===== src/rtl/typedef_collection.sv =====
// Shared type definitions for the parameterised memory unit.
// Holds the request direction flag and the request FSM state encoding.
package typedef_collection;

  // Direction of a request presented on the request channel
  typedef enum logic {
    MEMORY_READ  = 1'b0,
    MEMORY_WRITE = 1'b1
  } MEMORY_FLAG_TYPE;

  // Request FSM: IDLE accepts requests, WAIT covers the extra read
  // latency cycles, RESP is the final cycle before the response strobe
  typedef enum logic [1:0] {
    IDLE = 2'b00,
    WAIT = 2'b01,
    RESP = 2'b10
  } fsm_state_t;

  // Number of index bits needed to address a storage array of the given depth
  function automatic int index_width(input int depth);
    if (depth > 1) begin
      return $clog2(depth);
    end else begin
      return 1;
    end
  endfunction

endpackage


===== src/rtl/memory_array.sv =====
// Word storage for param_memory_unit: DEPTH words of DATA_WIDTH bits,
// byte-enabled write port and a registered (synchronous) read port.
// The storage itself is never reset; only the read register is.
// The read register returns zero on any cycle without a read enable so
// the parent can drive it straight onto a data bus that must idle at zero.
module memory_array #(
  parameter int DATA_WIDTH = 16,
  parameter int DEPTH      = 256,
  parameter int IDX_WIDTH  = 8
) (
  input  logic                    clk,
  input  logic                    rst,
  input  logic                    wr_en,
  input  logic [IDX_WIDTH-1:0]    wr_idx,
  input  logic [DATA_WIDTH-1:0]   wr_data,
  input  logic [DATA_WIDTH/8-1:0] wr_be,
  input  logic                    rd_en,
  input  logic [IDX_WIDTH-1:0]    rd_idx,
  output logic [DATA_WIDTH-1:0]   rd_data
);

  localparam int NB = DATA_WIDTH / 8;

  logic [DATA_WIDTH-1:0] mem_r [DEPTH];
  logic [DATA_WIDTH-1:0] rd_data_r;

  // Byte-masked write of the enabled lanes only
  always_ff @(posedge clk) begin
    if (wr_en) begin
      for (int b = 0; b < NB; b++) begin
        if (wr_be[b]) begin
          mem_r[wr_idx][8*b +: 8] <= wr_data[8*b +: 8];
        end
      end
    end
  end

  // Registered read; holds zero whenever no read is issued
  always_ff @(posedge clk) begin
    if (rst) begin
      rd_data_r <= '0;
    end else if (rd_en) begin
      rd_data_r <= mem_r[rd_idx];
    end else begin
      rd_data_r <= '0;
    end
  end

  assign rd_data = rd_data_r;

endmodule


===== src/rtl/param_memory_unit.sv =====
// Parameterised single-port memory unit with a valid/ready request channel
// and a fixed-latency read response strobe.
// Writes complete in the accepting cycle and never leave IDLE; reads walk
// IDLE -> (WAIT) -> RESP and strobe resp_valid READ_LATENCY edges after
// acceptance, so read throughput is one per READ_LATENCY+1 cycles.
// Optional feature macro: MEMORY_UNIT_RANGE_CHECK_EN
//   defined   : address >= DEPTH is rejected and flagged on error
//   undefined : error stays 0 and the address is truncated to the index
//               width, so out-of-range addresses alias (DEPTH power of two)
module param_memory_unit
  import typedef_collection::*;
#(
  parameter int DATA_WIDTH   = 16,
  parameter int ADDR_WIDTH   = 8,
  parameter int DEPTH        = 256,
  parameter int READ_LATENCY = 2
) (
  input  logic                    CLOCK,
  input  logic                    RESET,
  input  logic                    req_valid,
  output logic                    req_ready,
  input  MEMORY_FLAG_TYPE         rw_flag,
  input  logic [ADDR_WIDTH-1:0]   address,
  input  logic [DATA_WIDTH-1:0]   write_memory_value,
  input  logic [DATA_WIDTH/8-1:0] byte_enable,
  output logic                    resp_valid,
  output logic [DATA_WIDTH-1:0]   read_memory_value,
  output logic                    error
);

  localparam int IDX_WIDTH = index_width(DEPTH);

  // Last value of the WAIT counter before moving on to RESP
  localparam logic [1:0] CNT_LAST = (READ_LATENCY > 1) ? 2'(READ_LATENCY - 2) : 2'd0;

  // First state after a read is accepted; WAIT is skipped for single-cycle latency
  localparam fsm_state_t READ_FIRST = (READ_LATENCY > 1) ? WAIT : RESP;

  fsm_state_t           state_r;
  logic [1:0]           cnt_r;
  logic [IDX_WIDTH-1:0] idx_r;
  logic                 in_range_r;
  logic                 req_ready_r;
  logic                 resp_valid_r;
  logic                 error_r;

  logic                 accept_s;
  logic                 in_range_s;
  logic                 wr_en_s;
  logic                 rd_en_s;
  logic [IDX_WIDTH-1:0] idx_s;

`ifdef MEMORY_UNIT_RANGE_CHECK_EN
  localparam logic [ADDR_WIDTH:0] DEPTH_EXT = (ADDR_WIDTH + 1)'(DEPTH);

  // Address is valid only below DEPTH; widened compare keeps DEPTH=2**ADDR_WIDTH legal
  always_comb begin
    in_range_s = ({1'b0, address} < DEPTH_EXT);
  end
`else
  logic unused_addr_s;

  // Every address maps somewhere; upper address bits are simply dropped
  always_comb begin
    in_range_s    = 1'b1;
    unused_addr_s = ^address;
  end
`endif

  // Request handshake and storage strobes
  always_comb begin
    idx_s    = address[IDX_WIDTH-1:0];
    accept_s = req_valid && req_ready_r;
    wr_en_s  = accept_s && (rw_flag == MEMORY_WRITE) && in_range_s;
    // The array read is issued on the edge that leaves RESP so the data
    // register and resp_valid rise together; out-of-range reads return zero
    rd_en_s  = (state_r == RESP) && in_range_r;
  end

  // Request FSM with latency counter and registered handshake/response outputs
  always_ff @(posedge CLOCK) begin
    if (RESET) begin
      state_r      <= IDLE;
      cnt_r        <= 2'd0;
      idx_r        <= '0;
      in_range_r   <= 1'b1;
      req_ready_r  <= 1'b1;
      resp_valid_r <= 1'b0;
      error_r      <= 1'b0;
    end else begin
      resp_valid_r <= 1'b0;
      error_r      <= 1'b0;
      case (state_r)
        IDLE: begin
          if (accept_s) begin
            if (rw_flag == MEMORY_READ) begin
              idx_r       <= idx_s;
              in_range_r  <= in_range_s;
              cnt_r       <= 2'd0;
              req_ready_r <= 1'b0;
              state_r     <= READ_FIRST;
            end else begin
              // Writes stay in IDLE; a rejected write flags error for one cycle
              error_r <= !in_range_s;
            end
          end
        end
        WAIT: begin
          if (cnt_r == CNT_LAST) begin
            state_r <= RESP;
          end else begin
            cnt_r <= cnt_r + 2'd1;
          end
        end
        RESP: begin
          state_r      <= IDLE;
          cnt_r        <= 2'd0;
          req_ready_r  <= 1'b1;
          resp_valid_r <= 1'b1;
          error_r      <= !in_range_r;
        end
        default: begin
          state_r     <= IDLE;
          cnt_r       <= 2'd0;
          req_ready_r <= 1'b1;
        end
      endcase
    end
  end

  memory_array #(
    .DATA_WIDTH (DATA_WIDTH),
    .DEPTH      (DEPTH),
    .IDX_WIDTH  (IDX_WIDTH)
  ) u_memory_array (
    .clk     (CLOCK),
    .rst     (RESET),
    .wr_en   (wr_en_s),
    .wr_idx  (idx_s),
    .wr_data (write_memory_value),
    .wr_be   (byte_enable),
    .rd_en   (rd_en_s),
    .rd_idx  (idx_r),
    .rd_data (read_memory_value)
  );

  assign req_ready  = req_ready_r;
  assign resp_valid = resp_valid_r;
  assign error      = error_r;

endmodule


===== config.mk =====
export PLATFORM = sky130hd
export DESIGN_NAME = param_memory_unit
export DESIGN_NICKNAME = d
export VERILOG_FILES = /design/src/rtl/typedef_collection.sv /design/src/rtl/memory_array.sv /design/src/rtl/param_memory_unit.sv
export SDC_FILE = /design/constraint.sdc
export NUM_CORES = 2
export LEC_CHECK = 0
export CAP_MARGIN = 20
export CORE_MARGIN = 5
export CORE_UTILIZATION = 55
export DETAILED_ROUTE_END_ITERATION = 6
export DONT_BUFFER_PORTS = 1
export PLACE_DENSITY = 0.7
export RECOVER_POWER = 50
export SYNTH_ARGS = -nofsm -noshare
export SYNTH_HDL_FRONTEND = slang
export SYNTH_SLANG_ARGS = --single-unit

===== constraint.sdc =====
create_clock -name CLOCK -period 4.5 [get_ports CLOCK]
set_input_delay 1.125 -clock CLOCK [delete_from_list [all_inputs] [get_ports CLOCK]]
set_output_delay 1.125 -clock CLOCK [all_outputs]
set_load 0.05 [all_outputs]

# After elaboration in Yosys (flattened, before gate mapping)
# Memory sizes are Yosys's and may differ from the RTL's. A register that Yosys moved wholly into a read port is not among the register bits.
# Index checks and enable logic that the tools add are counted.
dict set report op_classes {
  n_eq_ne 6
  bitwise 3
  muxes 18
  n_reduce_logical 9
  n_addsub 1
}
# op count
set ops {}
lappend ops {{$mux W2} 6}
lappend ops {{$reduce_and A3 Y1} 4}
lappend ops {{$mux W1} 9}
lappend ops {{$ne A2 B2 Y1 const B} 4}
lappend ops {{$pmux W2 S2} 2}
lappend ops {{$logic_not A2 Y1} 2}
lappend ops {{$not A1 Y1} 3}
lappend ops {{$add A2 B1 Y2 const B} 1}
lappend ops {{$eq A2 B1 Y1 const B} 1}
lappend ops {{$eq A2 B2 Y1 const B} 1}
lappend ops {{$logic_and A1 B1 Y1} 2}
lappend ops {{$pmux W1 S2} 1}
lappend ops {{$reduce_or A2 Y1} 1}
dict set report word_totals {
  wordCells 43
  regBits 14
  out_inout_bits 19
  input_bits 30
  ramBits 4096
  memories 1
}
# name words word_bits rd rd_ports_with_merged_regs write_ports line_no
set memory_table {}
lappend memory_table {u_memory_array.mem_r 256 16 1 1 1 memory_array.sv:24} ;# logic [DATA_WIDTH-1:0] mem_r [DEPTH];

# Depth between registers and ports, before layout
dict set report depth {
  word_depth 4
  depth_mapped 12
  depth_no_buf 6
}

# Modules after synthesis
# Synthesis repeated with hierarchy kept, for this count alone.
dict set report hier_totals {
  hier_cells 7847
  area_unflattened_um2 161016.9
}
# mod instances area_per_inst_um2 seq_area_each_um2 cells_each
set by_module_without_submodules {}
lappend by_module_without_submodules {memory_array 1 160358.8 123318.3 7785}
lappend by_module_without_submodules {param_memory_unit 1 658.1 280.3 62}

# Worst setup path before layout
# No wires, ideal clock.
dict set report synth_path {
  path_kind {input -> register}
  from {in address[6]}
  to {mem u_memory_array.mem_r[118][0] (enable)}
  arrival_ns 2.731
  slack_ns 1.399
  setup_ns 0.370
  path_stages 6
  path_cell_list {clkbuf_1 -> nor2b_1 -> nor2b_1 -> nand3_1 -> clkbuf_1 -> nor2_1}
}
# element line_no
set synth_rtl {}
lappend synth_rtl {{from (decl)} param_memory_unit.sv:23} ;# input logic [ADDR_WIDTH-1:0] address,
lappend synth_rtl {{to (decl)} memory_array.sv:24}
# No word-level cell before the write port.

==> results.txt <==
min Tclk post-route - 4267 ps
overall die area - 306000 um2
worst skew pair latency - 960 ps
Ys Warns - 0
grt ovf - 0
drt wl/cell - 33.76 um
syn_area_per_cell - 20.21 um2
initial core utilization - 55.23%
TritonCTS clock tree - built
hold path start - RESET
CTS resizes - 0
clock tree buffer depth - 4
clk_skew - 68.72 ps
Buffers on Ports - 0
cell count of the worst reg-to-reg path - 7
CTS Buf Count - 405
DRC viols - 0
Final Hold Vio Count - 0
Post-synth top flop - edfxtp_1
Synth Net Count - 8060
Hold Path Sink - idx_r[4]$_SDFFE_PP0P_
asr flop ratio synth - 0%
drt pass-1 iters - 6
Finished Core Util - 61.52%
FF+latch area - 123600 um2
Antenna Nets Post-Route - 0
Sw Pwr - 16.19 mW
final wirelength - 426.3 mm
Clock power frac - 42.7%
largest net degree at the start of global routing - 257
synthesized cell area - 162300 um2
CP endpoint kind - flop
GPL Wtd Cong - 0.8737
Worst R2R Start - idx_r[0]$_SDFFE_PP0P_
run status - finished, violations left
Seq cells post-synth - 4126
worst r2r dst - u_memory_array.rd_data[14]$_SDFF_PP0_
GRT Util Overall - 27.51%
Fillers - 19950
DR vias - 83560
Seq pwr share - 53.8%
unrepaired setup endpoints after global routing - false
layout cells sized above 1 - 20.61%
power density cells - 435.3 nW/um2
Die X - 553.2 um
Comb power frac - 3.5%
Post-Route Setup TNS - 0 ps
first-pass GRT wire length - 608.8 mm
Die Height - 553.2 um
switch share - 20.58%
flop2flop setup slack - 230 ps
Cells after Synth - 8029
Startpoint Class - flop
# hold bufs at CTS - 0
Core Box Area - 293800 um2
initial antenna violation count - 14
detail-routed via count per cell - 6.618
Iter 0 DRT Violations - 12400
Max Cap Viol - 1
worst slew pin tran - 1742 ps
failing checks - capacitance limit, slew limit
CP arrival - 5140 ps
clock root buffer - clkbuf_16
CP Data Required Time - 5370 ps
crit share post-route - 94.83%
worst vdd ir - 0.3254 mV
NumNets Final - 8392
leakage dissipation - 54.86 nW
area delta synth->final - 11.39%
most common cell after layout, fill and taps aside - edfxtp_1
number of synthesized flops with an enable pin - 4096
post-synthesis cell type count - 82
area taken by multi-input logic gates - 35100 um2
postcts setup bufs - 0
number of global-route vias before repair - 82990
worst-path fanout max - 30
worst hold path depth - 1
Worst Setup Path Type - flop to flop
Max transition margin - -16.40%
fin. max-slew vios - 5
worst min path class - input pin to flop
row cnt - 199
P_int - 62.49 mW
H-Tree Depth - 5
Clock Sinks - 4126
fmax - 234.3 MHz
sequential area share after synthesis - 76.17%
Setup-failing EPs final - 0
most frequent cells in the layout - edfxtp_1, nor2_1, mux4_2
hpwl dp - 252.0 mm
IO Count - 49
clock slew at reported path FFs - 70 ps
==> how the worst max path moves through the flow <==
stage                          startpoint                                      to  slack, ps
floorplan                      address[6]  u_memory_array.mem_r[118][0]$_DFFE_PP_       1400
global placement                    RESET    u_memory_array.rd_data[0]$_SDFF_PP0_        170
detailed placement                  RESET    u_memory_array.rd_data[0]$_SDFF_PP0_        110
CTS                 idx_r[0]$_SDFFE_PP0P_    u_memory_array.rd_data[0]$_SDFF_PP0_        310
global route        idx_r[0]$_SDFFE_PP0P_   u_memory_array.rd_data[15]$_SDFF_PP0_        230
finish              idx_r[0]$_SDFFE_PP0P_   u_memory_array.rd_data[14]$_SDFF_PP0_        230
==> layer usage <==
metal / global-route usage (%) / up-vias / routed length (um)
met5: 0 / - / 41
met4: 12.05 / 6 / 22220
met3: 5.908 / 895 / 45030
met2: 42.32 / 5274 / 199100
met1: 38.58 / 43430 / 159800
li1: - / 33960 / -
==> sequential cells by signal (all words and copies together) (netlist names) <==
signal                  count
cnt_r                       2
idx_r                       8
req_ready                   1
resp_valid                  1
state_r                     2
u_memory_array.mem_r     4096
u_memory_array.rd_data     16
==> worst max-delay path, cell delays in order, from the launching register on <==
cell,delay (ps)
dfxtp_4,1060
buf_4,500
mux2i_1,130
o221ai_1,510
o32ai_1,310
nor4_1,820
o2111ai_1,550
o32ai_1,250
==> per-stage QoR <==
stage          std cells  power [mW]  instance area [um2]  worst slack [ps]  hold WS [ps]
5_1_grt            12630       80.79               180700             229.1         219.5
3_5_place_dp       11870       45.86               167600             108.4         521.2
6_report           12630       78.68               180700             232.8         248.6
4_1_cts            12620       78.96               180800             310.1         187.9
3_3_place_gp       11870       45.84               167600             168.5         501.4
2_1_floorplan       8029       44.93               162300              1399         488.1
==> final cells by class <==
cell class | count | share of cell area, %
Sequential cell | 4126 | 68.39
Multi-Input combinational cell | 3374 | 19.42
Clock buffer | 497 | 5.948
Tap cell | 3919 | 2.713
Timing Repair Buffer | 449 | 2.154
Clock inverter | 254 | 1.353
Inverter | 5 | 0.01731
Antenna cell | 2 | 0.002769
==> Yosys cell counts (8+ instances only) <==
cell | count | area share (%)
a2111oi_0 | 8 | 0.043
a211oi_1 | 43 | 0.20
a21oi_1 | 95 | 0.29
a221oi_1 | 23 | 0.12
a22oi_1 | 44 | 0.20
a31oi_1 | 15 | 0.058
a41oi_1 | 18 | 0.097
and2_1 | 21 | 0.081
buf_1 | 31 | 0.072
buf_12 | 13 | 0.16
buf_2 | 92 | 0.28
buf_4 | 75 | 0.35
buf_6 | 43 | 0.30
buf_8 | 47 | 0.43
clkbuf_1 | 188 | 0.43
clkbuf_8 | 30 | 0.25
dfxtp_1 | 30 | 0.37
edfxtp_1 | 4096 | 76
mux2_2 | 81 | 0.56
mux2i_1 | 507 | 3.1
mux4_1 | 153 | 2.5
mux4_2 | 621 | 8.6
nand2_1 | 258 | 0.60
nand3_1 | 44 | 0.14
nand4_1 | 47 | 0.18
nor2_1 | 660 | 1.5
nor2b_1 | 33 | 0.13
nor3_1 | 109 | 0.34
nor4_1 | 53 | 0.20
o2111ai_1 | 15 | 0.081
o211ai_1 | 9 | 0.042
o21ai_0 | 86 | 0.27
o221ai_1 | 143 | 0.77
o22ai_1 | 117 | 0.45
o31ai_1 | 12 | 0.056
o32ai_1 | 30 | 0.16
or3_1 | 25 | 0.096
==> logic make-up (layout without fill, tap and decap cells) <==
group                      count (synthesis)  count (layout)  share of synthesized area, %
muxes                                   1362            1362                         14.79
AOI/OAI and AO/OA                        712             712                         3.180
DFF                                     4126            4126                         76.17
and+or+nand+nor                         1298            1298                         3.532
buffers and inverters                    529            1205                         2.319
adders and majority gates                  1               1                      0.007710
other                                      1               3                      0.002311
==> power groups by stage <==
stage / sequential (mW) / clock [mW] / combinational, mW
floorplan: 43.1 / 0 / 1.84
global placement: 43.1 / 0 / 2.72
detailed placement: 43.1 / 0 / 2.74
CTS: 42.3 / 33.9 / 2.75
global route: 42.3 / 35.6 / 2.85
finish: 42.3 / 33.6 / 2.76
Note: power is estimated with default switching activity, not from simulation.
